`src/rtl/param_pass_auth.sv`:
```
// Purpose: authenticates a user by comparing entered digits with a per-user password in a latency-ROM; offers guest bypass and brute-force lockout.
// Latency: login rises N_DIGITS*(ROM_LAT+1)+1 clocks after the last digit is accepted; the ROM is read one digit at a time.
// Backpressure: none; digits arriving outside ENTRY are dropped, and busy flags the fetch/compare window.
// Ports: clk/rst (sync, active-low); id_valid/user_id/guest start a session; digit_valid/digit carry the entered digits;
//        logout_req ends or aborts a session; rom_addr/rom_data form the password ROM port;
//        login/logout/guest_mode/locked/fail/tries_left/busy are registered status outputs.
module param_pass_auth #(
    parameter int N_DIGITS    = 4,
    parameter int DIGIT_W     = 4,
    parameter int ID_W        = 5,
    parameter int ADDR_W      = 7,
    parameter int ROM_LAT     = 2,
    parameter int MAX_TRIES   = 4,
    parameter int LOCK_CYCLES = 16
) (
    input  logic               clk,
    input  logic               rst,
    input  logic               id_valid,
    input  logic [ID_W-1:0]    user_id,
    input  logic               guest,
    input  logic               digit_valid,
    input  logic [DIGIT_W-1:0] digit,
    input  logic               logout_req,
    output logic [ADDR_W-1:0]  rom_addr,
    input  logic [DIGIT_W-1:0] rom_data,
    output logic               login,
    output logic               logout,
    output logic               guest_mode,
    output logic               locked,
    output logic               fail,
    output logic [3:0]         tries_left,
    output logic               busy
);

    localparam int BUF_W = N_DIGITS * DIGIT_W;
    localparam int CNT_W = $clog2(N_DIGITS + 1);
    localparam int LAT_W = 3;
    localparam int LCK_W = $clog2(LOCK_CYCLES + 1);

    localparam logic [CNT_W-1:0] LAST_DIGIT = CNT_W'(N_DIGITS - 1);

    typedef enum logic [2:0] {
        S_IDLE    = 3'd0,
        S_ENTRY   = 3'd1,
        S_WAIT    = 3'd2,
        S_CATCH   = 3'd3,
        S_COMPARE = 3'd4,
        S_PASSED  = 3'd5,
        S_LOCKOUT = 3'd6
    } state_t;

    state_t             state_q, state_d;
    logic [ADDR_W-1:0]  base_q, base_d;
    logic [BUF_W-1:0]   user_buf_q, user_buf_d;
    logic [BUF_W-1:0]   rom_buf_q, rom_buf_d;
    logic [CNT_W-1:0]   cnt_q, cnt_d;
    logic [LAT_W-1:0]   wait_q, wait_d;
    logic [LCK_W-1:0]   lock_q, lock_d;
    logic [ADDR_W-1:0]  rom_addr_q, rom_addr_d;
    logic               login_q, login_d;
    logic               logout_q, logout_d;
    logic               guest_q, guest_d;
    logic               locked_q, locked_d;
    logic               fail_q, fail_d;
    logic [3:0]         tries_q, tries_d;
    logic               busy_q, busy_d;

    always_comb begin
        state_d    = state_q;
        base_d     = base_q;
        user_buf_d = user_buf_q;
        rom_buf_d  = rom_buf_q;
        cnt_d      = cnt_q;
        wait_d     = wait_q;
        lock_d     = lock_q;
        rom_addr_d = rom_addr_q;
        login_d    = login_q;
        logout_d   = logout_q;
        guest_d    = guest_q;
        locked_d   = locked_q;
        fail_d     = 1'b0;
        tries_d    = tries_q;

        case (state_q)
            S_IDLE: begin
                // Guest wins over a simultaneous id match.
                if (guest) begin
                    state_d  = S_PASSED;
                    login_d  = 1'b1;
                    logout_d = 1'b0;
                    guest_d  = 1'b1;
                end else if (id_valid) begin
                    base_d     = ADDR_W'(user_id) * ADDR_W'(N_DIGITS);
                    user_buf_d = '0;
                    rom_buf_d  = '0;
                    cnt_d      = '0;
                    logout_d   = 1'b0;
                    state_d    = S_ENTRY;
                end
            end

            S_ENTRY: begin
                if (logout_req) begin
                    state_d  = S_IDLE;
                    login_d  = 1'b0;
                    logout_d = 1'b1;
                    guest_d  = 1'b0;
                end else if (digit_valid) begin
                    // First digit ends up in the most significant slot.
                    user_buf_d = (user_buf_q << DIGIT_W) | BUF_W'(digit);
                    if (cnt_q == LAST_DIGIT) begin
                        cnt_d      = '0;
                        rom_addr_d = base_q;
                        wait_d     = LAT_W'(ROM_LAT - 1);
                        state_d    = S_WAIT;
                    end else begin
                        cnt_d = cnt_q + CNT_W'(1);
                    end
                end
            end

            S_WAIT: begin
                if (logout_req) begin
                    state_d  = S_IDLE;
                    login_d  = 1'b0;
                    logout_d = 1'b1;
                    guest_d  = 1'b0;
                end else if (wait_q == '0) begin
                    state_d = S_CATCH;
                end else begin
                    wait_d = wait_q - LAT_W'(1);
                end
            end

            S_CATCH: begin
                if (logout_req) begin
                    state_d  = S_IDLE;
                    login_d  = 1'b0;
                    logout_d = 1'b1;
                    guest_d  = 1'b0;
                end else begin
                    rom_buf_d = (rom_buf_q << DIGIT_W) | BUF_W'(rom_data);
                    if (cnt_q == LAST_DIGIT) begin
                        cnt_d   = '0;
                        state_d = S_COMPARE;
                    end else begin
                        cnt_d      = cnt_q + CNT_W'(1);
                        rom_addr_d = rom_addr_q + ADDR_W'(1);
                        wait_d     = LAT_W'(ROM_LAT - 1);
                        state_d    = S_WAIT;
                    end
                end
            end

            S_COMPARE: begin
                // A logout request overrides the compare verdict.
                if (logout_req) begin
                    state_d  = S_IDLE;
                    login_d  = 1'b0;
                    logout_d = 1'b1;
                    guest_d  = 1'b0;
                end else if (user_buf_q == rom_buf_q) begin
                    state_d  = S_PASSED;
                    login_d  = 1'b1;
                    logout_d = 1'b0;
                    guest_d  = 1'b0;
                end else begin
                    fail_d  = 1'b1;
                    tries_d = tries_q - 4'd1;
                    if (tries_q == 4'd1) begin
                        state_d  = S_LOCKOUT;
                        locked_d = 1'b1;
                        lock_d   = LCK_W'(LOCK_CYCLES - 1);
                    end else begin
                        user_buf_d = '0;
                        rom_buf_d  = '0;
                        cnt_d      = '0;
                        state_d    = S_ENTRY;
                    end
                end
            end

            S_PASSED: begin
                if (logout_req) begin
                    state_d  = S_IDLE;
                    login_d  = 1'b0;
                    logout_d = 1'b1;
                    guest_d  = 1'b0;
                    tries_d  = 4'(MAX_TRIES);
                end
            end

            S_LOCKOUT: begin
                if (lock_q == '0) begin
                    state_d  = S_IDLE;
                    locked_d = 1'b0;
                    logout_d = 1'b1;
                    tries_d  = 4'(MAX_TRIES);
                end else begin
                    lock_d = lock_q - LCK_W'(1);
                end
            end

            default: begin
                // Stray encoding: land in IDLE with the power-on outputs.
                state_d    = S_IDLE;
                base_d     = '0;
                user_buf_d = '0;
                rom_buf_d  = '0;
                cnt_d      = '0;
                wait_d     = '0;
                lock_d     = '0;
                rom_addr_d = '0;
                login_d    = 1'b0;
                logout_d   = 1'b1;
                guest_d    = 1'b0;
                locked_d   = 1'b0;
                tries_d    = 4'(MAX_TRIES);
            end
        endcase

        busy_d = (state_d == S_WAIT) || (state_d == S_CATCH) || (state_d == S_COMPARE);
    end

    always_ff @(posedge clk) begin
        if (!rst) begin
            state_q    <= S_IDLE;
            base_q     <= '0;
            user_buf_q <= '0;
            rom_buf_q  <= '0;
            cnt_q      <= '0;
            wait_q     <= '0;
            lock_q     <= '0;
            rom_addr_q <= '0;
            login_q    <= 1'b0;
            logout_q   <= 1'b1;
            guest_q    <= 1'b0;
            locked_q   <= 1'b0;
            fail_q     <= 1'b0;
            tries_q    <= 4'(MAX_TRIES);
            busy_q     <= 1'b0;
        end else begin
            state_q    <= state_d;
            base_q     <= base_d;
            user_buf_q <= user_buf_d;
            rom_buf_q  <= rom_buf_d;
            cnt_q      <= cnt_d;
            wait_q     <= wait_d;
            lock_q     <= lock_d;
            rom_addr_q <= rom_addr_d;
            login_q    <= login_d;
            logout_q   <= logout_d;
            guest_q    <= guest_d;
            locked_q   <= locked_d;
            fail_q     <= fail_d;
            tries_q    <= tries_d;
            busy_q     <= busy_d;
        end
    end

    assign rom_addr   = rom_addr_q;
    assign login      = login_q;
    assign logout     = logout_q;
    assign guest_mode = guest_q;
    assign locked     = locked_q;
    assign fail       = fail_q;
    assign tries_left = tries_q;
    assign busy       = busy_q;

endmodule

```
`config.mk`:
```
export PLATFORM = sky130hd
export DESIGN_NAME = param_pass_auth
export DESIGN_NICKNAME = d
export VERILOG_FILES = /design/src/rtl/param_pass_auth.sv
export SDC_FILE = /design/constraint.sdc
export NUM_CORES = 1
export LEC_CHECK = 0
export BUFFER_PORTS_ARGS = -buffer_cell sky130_fd_sc_hd__buf_4
export CAP_MARGIN = 20
export CORE_MARGIN = 2
export CORE_UTILIZATION = 30
export DETAILED_ROUTE_END_ITERATION = 7
export PLACE_DENSITY_LB_ADDON = 0.1
export RECOVER_POWER = 50
export SYNTH_ARGS = -nofsm -noshare
export SYNTH_HDL_FRONTEND = slang
export SYNTH_SLANG_ARGS = --single-unit
export TNS_END_PERCENT = 20
```
`constraint.sdc`:
```
create_clock -name clk -period 1.9 [get_ports clk]
set_input_delay 0 -clock clk [delete_from_list [all_inputs] [get_ports clk]]
set_output_delay 0 -clock clk [all_outputs]
set_load 0.03 [all_outputs]
```
==> results by group <==
Run status
  • Status: completed

Run
  • Max-capacitance violation count: 0

Power and ir drop
  • Pwr Density: 754 nW/µm²
  • Static leakage: about 2.0 nW
  • Maximum VDD drop: 0.000373 V
  • Total Power: 3.69 mW

Floorplanning
  • Die W: 114 µm
  • Core ar.: between 10000 and 15000 µm²
  • Initial core utilization: 0.306
  • Die outline height: 114 µm
  • Die Area: 13100 µm²
  • Io pins: 36
  • Core Rows: 40

Setup path
  • Worst path buffer plus inverter count: 1
  • Worst path max stage delay: around 0.52 ns
  • Slowest-stage cell, CP: or4b_4
  • CP dominant cell by count: nand2_1
  • Worst setup path startpoint: lock_q[0]
  • Critical path endpoint category: flip-flop
  • Worst reg2reg startpoint: lock_q[0]
  • Critical path startpoint category: flip-flop
  • Crit path kind: flip-flop to flip-flop
  • Crit path DAT: 2.08 ns
  • CP required: about 2.1 ns
  • Critical-path cell list: inv_2 > ha_1 > or4b_4 > nand2_1 > nand2_1 > nor3_4 > mux2_4
  • Delay-heaviest family, CP: simple AND/OR/NAND/NOR gates
  • Crit-path max FO: 6

Global route
  • Largest net degree at the start of global routing: 43
  • First-pass GRT wire length: about 16000 µm
  • Grt total ovfl: 0
  • GRT Total Usage: 0.156
  • Vias in the first global route: 3125
  • Initial antenna violation count: 0

Layout
  • Post-route cell area: a little under 5000 µm²
  • # diodes: 0
  • Fill count: around 1200
  • Layout cells sized above 1: 0.255
  • Area delta synth->final: 33.8%
  • Post-layout net count: 536

Routing
  • DRC Markers: 0
  • Initial DRC count: around 170
  • Final wirelength: 9590 µm
  • Post-DRT Antenna Nets: 0
  • Vias per inst: ~5
  • Total number of vias: between 3000 and 4000
  • WL/cell: 14.5 µm
  • Drt pass-1 iters: 4

STA
  • Slew of the pin with the lowest slew margin: 0.624 ns
  • RSZ-0062 raised after global routing: yes
  • Fin. Hold Viols: 0
  • Final worst-path cycle share: 0.975
  • FMAX: 540 MHz
  • Finish-stage setup viols: 0
  • Slew Limit Fails: 0
  • Clk_skew: approximately 0.011 ns
  • Slew HR: 0.581
  • Tmin final: around 1.9 ns

Clock network
  • CTS tree: yes
  • Total CTS buffers: 9
  • Clk root buf: clkbuf_16
  • H-Tree Depth: 3
  • Worst-Skew Late Latency: 0.34 ns
  • CTS max path bufs: 2
  • Clock transition at path regs: 0.05 ns
  • Clock sinks: 68

Synthesis
  • Post-Syn Instances: between 400 and 500
  • Post-Syn Area: approximately 3700 µm²
  • Synth Register Bits: 68
  • Top post-synthesis cells by area: dfxtp_1, nand2_1, a21boi_1, xor2_1, a22o_1
  • Most frequent cell after synthesis: dfxtp_1
  • Top cells by count, synth: dfxtp_1, nand2_1, nor2_1
  • Synth Flop Type: dfxtp_1
  • Number of flops mapped to enable cells by yosys: 0
  • Sequential element share of the synthesized area: 0.372
  • Syn nets: 449
  • Mean Syn Cell Area: a little under 9 µm²
  • Post-synth cell types: 66
  • Yosys top cell by area: dfxtp_1
  • YS warnings: 0
  • Post-synth top area share: 0.372
  • Asr flop ratio synth: 0

Hold path
  • Worst min path class: primary input to flip-flop
  • Hold_sp: digit_valid

Place
  • Placed instance area: 4400 µm²
  • Detailed placement HPWL: 6770 µm
  • Final Wtd Congestion: 0.840
  • PortBufs: 35
-- path summary, 6_finish.rpt --
check / endpoint / slack [ns] / cells past startpoint
min reg2reg: guest_mode / 0.45 / 2
max: logout / 0.05 / 7
max reg2reg: logout / 0.05 / 7
min: busy / 0.08 / 3
-- metrics by stage --
stage	worst slack, ns	hold WS, ns	setup TNS [ns]	util	std cells
after floorplan	0.00674	0.125	0	-	422
after global placement	-0.0178	0.209	-0.0178	0.368	628
after detailed placement	-0.000929	0.214	-0.000929	0.368	628
after CTS	0.00354	0.0680	0	0.403	657
after global routing	-0.0559	0.0939	-0.194	0.409	660
final	0.0469	0.0778	0	0.409	660
-- flip-flops by register name, indices dropped and copies added, names as in the netlist --
| register | cells |
|---|---|
| base_q | 5 |
| busy | 1 |
| cnt_q | 3 |
| fail | 1 |
| guest_mode | 1 |
| lock_q | 5 |
| locked | 1 |
| login | 1 |
| logout | 1 |
| rom_addr | 7 |
| rom_buf_q | 16 |
| state_q | 3 |
| tries_left | 4 |
| user_buf_q | 16 |
| wait_q | 3 |
-- worst min-delay path, delay by kind of cell --
family | cells | cell delay (ns)
buffers and inverters | 1 | 0.13
AOI/OAI and AO/OA | 1 | 0.17
and+or+nand+nor | 1 | 0.07
-- cells in the final DEF, fill, tap and decap left out, drive strengths merged, types with 2 or more instances in the layout --
master       netlist  final
a21boi            27     27
a21o               3      3
a21oi             18     18
a22o              16     16
a22oi              3      3
a32o               2      2
and2               4      4
and3               4      4
buf               11     70
clkbuf            14     27
clkinv             0      4
dfxtp             68     68
dlygate4sd3        0     14
ha                 8      8
inv                7      7
mux2i              9      9
nand2             49     49
nand2b             9      9
nand3             17     17
nand3b             5      5
nor2              30     30
nor2b             10     10
nor3              13     13
nor3b              4      4
nor4               4      4
nor4b              3      3
o211a              3      3
o21a               4      4
o21ai             35     35
o21bai             2      2
or2                2      2
or3                3      3
xor2              17     17
-- area by class of cell --
cell class	instances	area (µm²)	area share
inverters	7	26.3	0.00537
repair buffers	101	778	0.159
well taps	147	184	0.0376
clock inverters	5	53.8	0.0110
clock buffers	10	229	0.0468
multi-input cells	322	2250	0.460
flip-flops and latches	68	1370	0.280
-- per-layer routing --
metal / part of all wire / global-route usage / wire (µm) / vias up
li1: - / - / - / 1688
met1: 0.53 / 0.223 / 5060 / 1527
met2: 0.41 / 0.226 / 3970 / 57
met3: 0.043 / 0.0424 / 417 / 12
met4: 0.016 / 0.0537 / 151 / 0
met5: 0 / 0 / 0 / -
-- cells by family after synthesis --
kind of cell / Yosys count / synth area share
AO/OA/AOI/OAI: 125 / 0.240
AND/OR/NAND/NOR: 161 / 0.249
XOR/XNOR: 18 / 0.0431
multiplexers: 10 / 0.0277
flip-flops: 68 / 0.372
buffers and inverters: 32 / 0.0404
adder cells (fa/ha/maj): 8 / 0.0274
-- what timing repair did --
item | CTS | global route
pin swaps | 3 | 15
endpoints found under the hold margin | 14 | 0
endpoints found under the setup margin | 2 | 41
buffers inserted | 0 | 3
hold buffers | 14 | 0
gates resized for setup | 2 | 34
-- power breakdown --
group / leakage, nW / total, mW / switching, mW / internal [mW]
clock network: 0.142 / 1.64 / 0.636 / 1.00
registers: 0.553 / 1.49 / 0.0276 / 1.46
logic: 1.29 / 0.565 / 0.315 / 0.250
Note: power is estimated with default switching activity, not from simulation.
